### src/rtl/booth_seq_ctrl.sv
// rtl/booth_seq_ctrl.sv - radix-2 Booth sequencer driving an external registered add/sub stage
module booth_seq_ctrl #(
    parameter int WIDTH = 4,
    parameter int CNT_W = 3
) (
    input  logic                 clk,
    input  logic                 rst_n,
    input  logic                 start,
    input  logic [WIDTH-1:0]     multiplicand,
    input  logic [WIDTH-1:0]     multiplier,
    output logic [WIDTH-1:0]     as_a,
    output logic [WIDTH-1:0]     as_b,
    output logic                 as_ctrl,
    input  logic [WIDTH-1:0]     as_o,
    output logic [2*WIDTH-1:0]   product,
    output logic                 busy,
    output logic                 done
);

    typedef enum logic [2:0] {
        S_IDLE,
        S_OP,
        S_CAPT,
        S_SHIFT,
        S_DONE
    } state_t;

    state_t                r_state;
    logic [WIDTH-1:0]      r_a;
    logic [WIDTH-1:0]      r_q;
    logic [WIDTH-1:0]      r_m;
    logic                  r_qm1;
    logic [CNT_W-1:0]      r_cnt;
    logic [2*WIDTH-1:0]    r_product;
    logic                  r_busy;
    logic                  r_done;

    logic                  w_sub;
    logic                  w_v;
    logic                  w_s;
    logic [WIDTH-1:0]      w_next_a;
    logic [WIDTH-1:0]      w_next_q;
    logic [CNT_W-1:0]      w_cnt_dec;

    assign w_sub     = r_q[0] & ~r_qm1;
    assign w_cnt_dec = r_cnt - CNT_W'(1);

    // The adder wraps at WIDTH bits; v recovers the true sign of the WIDTH+1 bit sum.
    assign w_v = (w_sub ? (r_a[WIDTH-1] != r_m[WIDTH-1]) : (r_a[WIDTH-1] == r_m[WIDTH-1]))
               & (as_o[WIDTH-1] != r_a[WIDTH-1]);
    assign w_s = as_o[WIDTH-1] ^ w_v;

    always_comb begin
        w_next_a = {r_a[WIDTH-1], r_a[WIDTH-1:1]};
        w_next_q = {r_a[0], r_q[WIDTH-1:1]};
        if (r_state == S_CAPT) begin
            w_next_a = {w_s, as_o[WIDTH-1:1]};
            w_next_q = {as_o[0], r_q[WIDTH-1:1]};
        end
    end

    always_ff @(posedge clk or negedge rst_n) begin
        if (!rst_n) begin
            r_state   <= S_IDLE;
            r_a       <= '0;
            r_q       <= '0;
            r_m       <= '0;
            r_qm1     <= 1'b0;
            r_cnt     <= '0;
            r_product <= '0;
            r_busy    <= 1'b0;
            r_done    <= 1'b0;
        end else begin
            case (r_state)
                S_IDLE: begin
                    if (start) begin
                        r_m     <= multiplicand;
                        r_q     <= multiplier;
                        r_a     <= '0;
                        r_qm1   <= 1'b0;
                        r_cnt   <= CNT_W'(WIDTH);
                        r_busy  <= 1'b1;
                        r_state <= S_OP;
                    end
                end
                S_OP: begin
                    r_state <= (r_q[0] ^ r_qm1) ? S_CAPT : S_SHIFT;
                end
                S_CAPT, S_SHIFT: begin
                    r_a   <= w_next_a;
                    r_q   <= w_next_q;
                    r_qm1 <= r_q[0];
                    r_cnt <= w_cnt_dec;
                    if (w_cnt_dec == '0) begin
                        r_product <= {w_next_a, w_next_q};
                        r_busy    <= 1'b0;
                        r_done    <= 1'b1;
                        r_state   <= S_DONE;
                    end else begin
                        r_state <= S_OP;
                    end
                end
                S_DONE: begin
                    r_done  <= 1'b0;
                    r_state <= S_IDLE;
                end
                default: begin
                    r_busy  <= 1'b0;
                    r_done  <= 1'b0;
                    r_state <= S_IDLE;
                end
            endcase
        end
    end

    assign as_a    = r_a;
    assign as_b    = r_m;
    assign as_ctrl = w_sub;
    assign product = r_product;
    assign busy    = r_busy;
    assign done    = r_done;

endmodule

### config.mk
export PLATFORM = sky130hd
export DESIGN_NAME = booth_seq_ctrl
export DESIGN_NICKNAME = d
export VERILOG_FILES = /design/src/rtl/booth_seq_ctrl.sv
export SDC_FILE = /design/constraint.sdc
export NUM_CORES = 1
export LEC_CHECK = 0
export ABC_CLOCK_PERIOD_IN_PS = 4800
export BUFFER_PORTS_ARGS = -buffer_cell sky130_fd_sc_hd__buf_2
export CORE_UTILIZATION = 38
export CTS_BUF_LIST = sky130_fd_sc_hd__clkbuf_16
export DETAILED_ROUTE_END_ITERATION = 8
export GPL_ROUTABILITY_DRIVEN = 0
export SLEW_MARGIN = 20
export SYNTH_ARGS = -nofsm -noshare
export SYNTH_HDL_FRONTEND = slang
export SYNTH_SLANG_ARGS = --single-unit
### constraint.sdc
create_clock -name clk -period 4.8 [get_ports clk]
set_clock_uncertainty 0.15 [all_clocks]
set_input_delay 0.24 -clock clk [delete_from_list [all_inputs] [get_ports clk]]
set_output_delay 0.24 -clock clk [all_outputs]
set_load 0.03 [all_outputs]
==> results of run 1 <==
-- path summary, 6_finish.rpt --
kind                                from          to  slack (ns)  cells after the start
max                           r_state[1]  product[0]        2.90                      3
min                        multiplier[1]      r_q[1]        0.02                      3
max reg2reg                   r_state[1]  product[0]        2.90                      3
min reg2reg                   product[6]  product[6]        0.32                      2
max in group asynchronous          rst_n  product[4]        3.69                      2
min in group asynchronous          rst_n     as_a[1]        0.38                      2
-- cell usage in the layout, fill, tap and decap left out --
cell type and instances:
nor2b_4 1, o21bai_1 1, o31a_1 1, o21a_1 1
nand3_1 1, dlygate4sd3_1 1, xnor2_1 1, a21oi_1 3
clkinv_1 1, mux2i_1 4, xor2_1 1, nor2_1 2
a22oi_1 3, o21ai_1 2, inv_1 7, a21o_1 1
dfrtp_1 29, buf_2 33, o21ai_0 11, clkbuf_16 5
o31ai_1 2, nor2b_1 1, ha_1 3, a31oi_1 1
mux2_2 7, nor3b_4 1, a211oi_1 1, a311oi_1 1
nand3_4 1, nor3_1 1, nand2b_1 1, nand2_1 21
-- power by group through the flow --
stage / clock network (mW) / logic [mW] / registers [mW]
6_report: 0.280 / 0.542 / 0.445
5_1_grt: 0.300 / 0.599 / 0.462
3_3_place_gp: 0 / 0.539 / 0.444
4_1_cts: 0.288 / 0.553 / 0.446
2_1_floorplan: 0 / 0.326 / 0.550
3_5_place_dp: 0 / 0.546 / 0.449
-- final cells by class --
class                   instances  area, um^2
flip-flops and latches         29         726
well taps                      44        55.1
clock inverters                 2        7.51
multi-input cells              74         504
fillers                       315        1540
inverters                       6        22.5
clock buffers                   5         125
repair buffers                 34         175
-- stage by stage --
stage | worst slack (ns) | std cells | total power, mW | util | area (um^2)
after detailed placement | 2.87 | 186 | 0.995 | 0.467 | 1470
after global routing | 2.77 | 194 | 1.36 | 0.512 | 1620
after global placement | 2.65 | 186 | 0.983 | 0.467 | 1470
after CTS | 2.86 | 194 | 1.29 | 0.512 | 1620
after floorplan | 3.15 | 115 | 0.876 | - | 1300
final | 2.90 | 194 | 1.27 | 0.512 | 1620
-- worst max-delay path, cell delays in order (launching register included) --
cell     delay [ns]
dfrtp_1        0.51
nor2b_1        0.54
nand3_4        0.25
mux2_2         0.33
-- state kept, by name, indices dropped and copies added, names as in the netlist --
name	count
r_state	3
product	8
r_q	4
as_b	4
busy	1
r_cnt	3
done	1
as_a	4
r_qm1	1
-- per-layer routing --
layer	global-route usage	vias up
met5	0	-
met4	0.0584	0
met3	0.0640	5
met2	0.253	26
met1	0.189	451
li1	-	463
-- cell families after synthesis --
family / after synthesis / share of synthesized area
AO/OA/AOI/OAI: 28 / 0.132
flip-flops: 29 / 0.558
buffers and inverters: 12 / 0.0539
multiplexers: 11 / 0.0914
adder cells (fa/ha/maj): 3 / 0.0289
AND/OR/NAND/NOR: 30 / 0.122
XOR/XNOR: 2 / 0.0135
==> run metrics, run 1 <==
Worst Path Arrival 1.90 ns; DRC violation count after routing 0; pin count of the biggest net entering global routing 30; number of global-route vias before repair 896; Inserted Diodes 0; FFs w/ async S/R, synth 1.00; final WL 2470 um; VDD IR max 0.337 mV; Iteration-0 DRC Markers 23; top cells by area, synth dfrtp_1 56%, mux2_2 6.1%, nand2_1 6.1%; TritonCTS buffer count 5; Max Used Layer met4; Port Buffers 33; top-count cell post-synth dfrtp_1; Synth Instances 115; RSZ-0062 raised after global routing no; metal2 WL 1170 um; Area Growth Syn to Fin 24.3%; Final setup viols 0; synth cell count leaders 29 x dfrtp_1, 21 x nand2_1, 12 x o21ai_0; Worst Setup Path Type flip-flop to flip-flop; Nets 168; Total GRT Usage 0.157; Switch Pwr 531 uW; worst slew pin tran 0.802 ns; cts repair resizes 0; Post-DRT Antenna Nets 0; CP Capture Type flip-flop; WL/cell 12.7 um; Max-Cap Viols 0; # H-tree levels 2; Ports 34; Tcrit/Tclk final 0.395; Seq/Total Area, Yosys 0.558; Pleak 0.815 nW; vias per cell 4.87; chip width 60.5 um; CTS hold repair buffers 1; CTS Buffer Depth 2; routed vias 945; EDFF count, synth 0; share of layout cells above drive strength 1 0.320; met1 WL 1140 um; Flop pwr share 0.351; Min Hold Slack 0.0177 ns; Comb pwr share 0.428; Congestion Overflow GR 0; Core Region 3150 um^2; Max Slew Vio Count 0; Avg Cell Area, Syn 11.3 um^2; Worst Setup Start Kind flip-flop; setup bufs post-CTS 0; total die area 3660 um^2; Reg clk slew, reported paths 0.05 ns; Seq cells post-synth 29; chip height 60.5 um; relative slew slack 0.462; status completed; Hold Path Class primary input to flip-flop; CP Data Required Time 4.80 ns; Synth Warn # 0; Cell variety after synth 31; Mapped Area 1300 um^2; Tmin final 1.90 ns; global-route wire length before repair 4040 um; DRT Pass-1 Iters 4; TritonCTS clock tree built; crit-path max FO 14; Pint 736 uW; f_max 528 MHz; standard-cell rows 20; setup TNS 0 ns; Root Buffer clkbuf_16; initial antenna violation count 0; largest area contributor in the netlist dfrtp_1; clk_lat worst skew 0.27 ns; ys flop type dfrtp_1; Sink Count 29; Met3 Wirelength 129 um; post-synth top area share 0.558; Initial Util 0.412; hpwl dp 1730 um; syn nets 133; Power Density 785 nW/um^2; Switching Fraction 0.419; Final Hold Fails 0; clock share of power 0.221
(Power assumes the default switching activity.)
==> inputs of run 2 (changes only) <==
ABC_CLOCK_PERIOD_IN_PS = 1900   (was 4800)
clock period = 1.9 ns   (was 4.8 ns; I/O delays follow)
==> run 2 against run 1 <==
The run now ends with hold timing left. Final area rose by 8.7%. Sequential power rose by 150%. Clock power rose to 3.0 times the previous value. Register-to-register slack got worse by 2.7 ns. Critical path type unchanged.
==> run metrics, run 2 (same netlist as run 1, synthesis figures left out) <==
Tmin final 1.73 ns (was 1.90 ns); CTS Buffer Depth 2 (unchanged); final WL 2490 um (was 2470 um); chip width 60.5 um (unchanged); Largest delay share family, worst path flip-flops (was simple AND/OR/NAND/NOR gates); DRT Pass-1 Iters 4 (unchanged); Max stage delay on crit path 0.38 ns (was 0.54 ns); Tcrit/Tclk final 0.910 (was 0.395); CP Capture Type flip-flop (unchanged); Final setup viols 0 (unchanged); initial antenna violation count 0 (unchanged); Hold Path Class primary input to flip-flop (unchanged); violated checks hold timing; setup TNS 0 ns (unchanged); TritonCTS buffer count 5 (unchanged); Sink Count 29 (unchanged); standard-cell rows 20 (unchanged); f_max 578 MHz (was 528 MHz); filler cell count 302 (was 315); status complete, but fails checks (was completed); Inserted Diodes 0 (unchanged); Area Growth Syn to Fin 35.0% (was 24.3%); WL/cell 12.1 um (was 12.7 um); Final Hold Fails 2 (was 0); Worst Setup Start Kind flip-flop (unchanged); Pleak 0.882 nW (was 0.815 nW); Root Buffer clkbuf_16 (unchanged); total die area 3660 um^2 (unchanged); RSZ-0062 raised after global routing no (unchanged); DP Cell Count 189 (was 186); Initial Util 0.412 (unchanged); Ports 34 (unchanged); # H-tree levels 2 (unchanged); Nets 179 (was 168); most common cell after layout, fill and taps aside buf_2 (unchanged); Worst path slowest cell dfrtp_1 (was nor2b_1); global-route wire length before repair 4240 um (was 4040 um); Reg clk slew, reported paths 0.05 ns (about the same); DRC violation count after routing 0 (unchanged); Post-DRT Antenna Nets 0 (unchanged); crit-path cells inv_1 -> ha_1 -> xnor2_2 -> nand3_4 -> mux2_2 (was nor2b_1 -> nand3_4 -> mux2_2); share of layout cells above drive strength 1 0.327 (was 0.320); Iteration-0 DRC Markers 42 (was 23); Worst Path Arrival 1.73 ns (was 1.90 ns); Port Buffers 33 (unchanged); Power Density 1960 nW/um^2 (was 785 nW/um^2); register area 726 um^2 (unchanged); Layout Cells excl Fill 206 (was 194); worst slew pin tran 0.626 ns (was 0.802 ns); TritonCTS clock tree built (unchanged); Congestion Overflow GR 0 (unchanged); Multi-input gate area 512 um^2 (was 504 um^2); Max-Cap Viols 0 (unchanged); clk_lat worst skew 0.27 ns (about the same); routed vias 986 (was 945); number of global-route vias before repair 935 (was 896); chip height 60.5 um (unchanged); hpwl dp 1770 um (was 1730 um); crit-path max FO 14 (unchanged); Core Region 3150 um^2 (unchanged); relative slew slack 0.583 (was 0.462); vias per cell 4.79 (was 4.87); max FFs per register 8 (unchanged); VDD IR max 0.777 mV (was 0.337 mV); Min Hold Slack -0.00321 ns (was 0.0177 ns); Total GRT Usage 0.163 (was 0.157); most frequent cells in the layout 33 x buf_2, 29 x dfrtp_1, 21 x nand2_1 (unchanged); Worst Setup Path Type flip-flop to flip-flop (unchanged); Max Slew Vio Count 0 (unchanged); pin count of the biggest net entering global routing 30 (unchanged); worst path bufs/invs 1 (was 0); CP Data Required Time 1.90 ns (was 4.80 ns)
## run 2: worst paths after layout
kind	start	endpoint	slack, ns	cells past startpoint
max	r_cnt[0]	product[1]	0.17	5
min	as_o[2]	as_a[1]	-0.003	3
max reg2reg	r_cnt[0]	product[1]	0.17	5
min reg2reg	done	done	0.32	1
max in group asynchronous	rst_n	done	0.96	2
min in group asynchronous	rst_n	product[5]	0.23	2
## run 2: per-stage QoR
stage                util  power, mW  setup WS [ns]  area (um^2)
global placement    0.474       2.54          0.129         1500
detailed placement  0.474       2.58         0.0756         1500
global route        0.557       3.69         0.0678         1760
finish              0.557       3.45          0.170         1760
floorplan               -       2.21          0.247         1300
CTS                 0.554       3.47         0.0671         1750
## run 2: power by group
group / switching [mW] / total [mW] / internal [mW]
combinational: 0.932 / 1.49 / 0.561
clock: 0.246 / 0.852 / 0.606
sequential: 0.203 / 1.10 / 0.899
## run 2: final cells by class
cell class | count | share of cell area
well taps | 44 | 0.0314
repair buffers | 45 | 0.158
clock buffers | 5 | 0.0713
clock inverters | 3 | 0.0214
inverters | 6 | 0.0128
flip-flops and latches | 29 | 0.413
multi-input cells | 74 | 0.292
## run 2: layer usage
metal	global-route usage	up-vias	share of wire
met5	0	-	0
met4	0.0779	0	0.019
met3	0.0320	7	0.038
met2	0.257	26	0.47
met1	0.215	465	0.47
li1	-	488	-
## run 2: worst reg2reg max path, cell delays in order (launching register included)
cell	delay, ns
dfrtp_1	0.38
inv_1	0.06
ha_1	0.24
xnor2_2	0.27
nand3_4	0.20
mux2_2	0.32
## run 2: what timing repair did
item / in CTS / in global routing
setup buffers: 0 / 0
endpoints found under the hold margin: 37 / 0
resized for setup: 0 / 1
endpoints found under the setup margin: 0 / 3
hold buffers: 9 / 0
==> inputs of run 3 (changes only) <==
REMOVE_ABC_BUFFERS = 1   (was not set)
==> run 3 against run 2 <==
Sequential share of layout area up 0.54 points. Final area shrank 1.3%. Critical endpoint is now product[2]. Global-route usage up 1.5 points. Register-to-register slack barely moved. The flow now finishes without violations.
==> run metrics, run 3 (same netlist as run 1, synthesis figures left out) <==
setup TNS 0 ns (unchanged); Inserted Diodes 0 (unchanged); number of global-route vias before repair 1,007 (was 935); vias per cell 4.78 (was 4.79); crit-path cells inv_1 -> ha_1 -> xnor2_2 -> nand3_4 -> mux2_2 (unchanged); Worst Setup Start Kind flip-flop (unchanged); clk_lat worst skew 0.27 ns (about the same); crit-path max FO 14 (unchanged); worst slew pin tran 0.627 ns (was 0.626 ns); CTS Buffer Depth 2 (unchanged); relative slew slack 0.582 (was 0.583); total die area 3660 um^2 (unchanged); most common cell after layout, fill and taps aside buf_2 (unchanged); TritonCTS buffer count 5 (unchanged); VDD IR max 0.791 mV (was 0.777 mV); RSZ-0062 raised after global routing no (unchanged); initial antenna violation count 0 (unchanged); TritonCTS clock tree built (unchanged); setup bufs post-CTS 0 (unchanged); DRT Pass-1 Iters 4 (unchanged); share of layout cells above drive strength 1 0.329 (was 0.327); Sink Count 29 (unchanged); CP Capture Type flip-flop (unchanged); Total GRT Usage 0.177 (was 0.163); Pleak 0.869 nW (was 0.882 nW); chip width 60.5 um (unchanged); Final setup viols 0 (unchanged); max FFs per register 8 (unchanged); Hold Path Class primary input to flip-flop (unchanged); Tmin final 1.74 ns (was 1.73 ns); pin count of the biggest net entering global routing 30 (unchanged); WL/cell 12.9 um (was 12.1 um); worst path bufs/invs 1 (unchanged); Reg clk slew, reported paths 0.05 ns (about the same); Final Hold Fails 0 (was 2); Area Growth Syn to Fin 33.3% (was 35.0%); chip height 60.5 um (unchanged); most frequent cells in the layout 33 x buf_2, 29 x dfrtp_1, 21 x nand2_1 (unchanged); Root Buffer clkbuf_16 (unchanged); routed vias 979 (was 986); Iteration-0 DRC Markers 23 (was 42); CP Data Required Time 1.90 ns (about the same); Power Density 1910 nW/um^2 (was 1960 nW/um^2); filler cell count 299 (was 302); Ports 34 (unchanged); hpwl dp 1720 um (was 1770 um); Max stage delay on crit path 0.38 ns (about the same); final WL 2650 um (was 2490 um); global-route wire length before repair 4550 um (was 4240 um); final core utilization 0.550 (was 0.557); Nets 180 (was 179); Initial Util 0.412 (unchanged); Post-DRT Antenna Nets 0 (unchanged); DRC violation count after routing 0 (unchanged); f_max 575 MHz (was 578 MHz); Port Buffers 33 (unchanged); standard-cell rows 20 (unchanged); status completed (was complete, but fails checks); Tcrit/Tclk final 0.916 (was 0.910); Worst Path Arrival 1.74 ns (was 1.73 ns); Min Hold Slack 0.00858 ns (was -0.00321 ns); Worst Setup Path Type flip-flop to flip-flop (unchanged); # H-tree levels 2 (unchanged); Core Region 3150 um^2 (unchanged); Max-Cap Viols 0 (unchanged); Max Slew Vio Count 0 (unchanged); Worst path slowest cell dfrtp_1 (unchanged); Largest delay share family, worst path flip-flops (unchanged); Power Total 3.30 mW (was 3.45 mW); Congestion Overflow GR 0 (unchanged)
[run 3: changes by cell type in the layout (fill, tap and decap cells not counted)]
cell           previous run  this run
bufinv_16                 1         0
clkinv_1                  1         0
clkinv_2                  0         1
dlygate4sd3_1             9        10
inv_1                     7         6
[run 3: timing repair]
action                                 4_1_cts  5_1_grt
endpoints found under the hold margin       38        0
resized for setup                            0        1
hold buffers                                10        0
setup endpoints to repair                    0        6
[run 3: final cells by class]
class,instances,area [um^2],share of cell area
sequential,29,726,0.419
multi-input combinational,74,512,0.295
inverter,6,22.5,0.0130
clock inverter,1,5.00,0.00289
clock buffer,5,125,0.0722
timing repair buffer,46,288,0.166
tap,44,55.1,0.0318
[run 3: final timing paths]
kind                       depth (start not counted)       start  slack (ns)         end
max in group asynchronous                          2       rst_n        0.94     as_a[0]
min                                                3     as_o[2]       0.009     as_a[1]
max reg2reg                                        5    r_cnt[0]        0.16  product[2]
min reg2reg                                        2  product[6]        0.32  product[6]
min in group asynchronous                          2       rst_n        0.24     as_a[2]
max                                                5    r_cnt[0]        0.16  product[2]
[run 3: tightest hold or removal path, stage by stage]
cell	delay [ns]
buf_2	0.07
mux2i_1	0.07
o21ai_0	0.15
[run 3: where the power goes]
group	switching [mW]	internal, mW
registers	0.206	0.900
logic	0.933	0.564
clock network	0.237	0.464
[run 3: stage by stage]
stage	cell area [um^2]	std cells	worst slack (ns)
after CTS	1730	205	0.0183
final	1730	205	0.160
after global routing	1730	205	0.0272
after floorplan	1250	109	0.137
after global placement	1500	189	0.117
after detailed placement	1500	189	0.0323
[run 3: metal layers]
metal,GRT usage,wire [um],up-vias
li1,-,-,485
met1,0.211,1200,463
met2,0.290,1280,26
met3,0.0512,117,5
met4,0.0974,48,0
met5,0,0,-
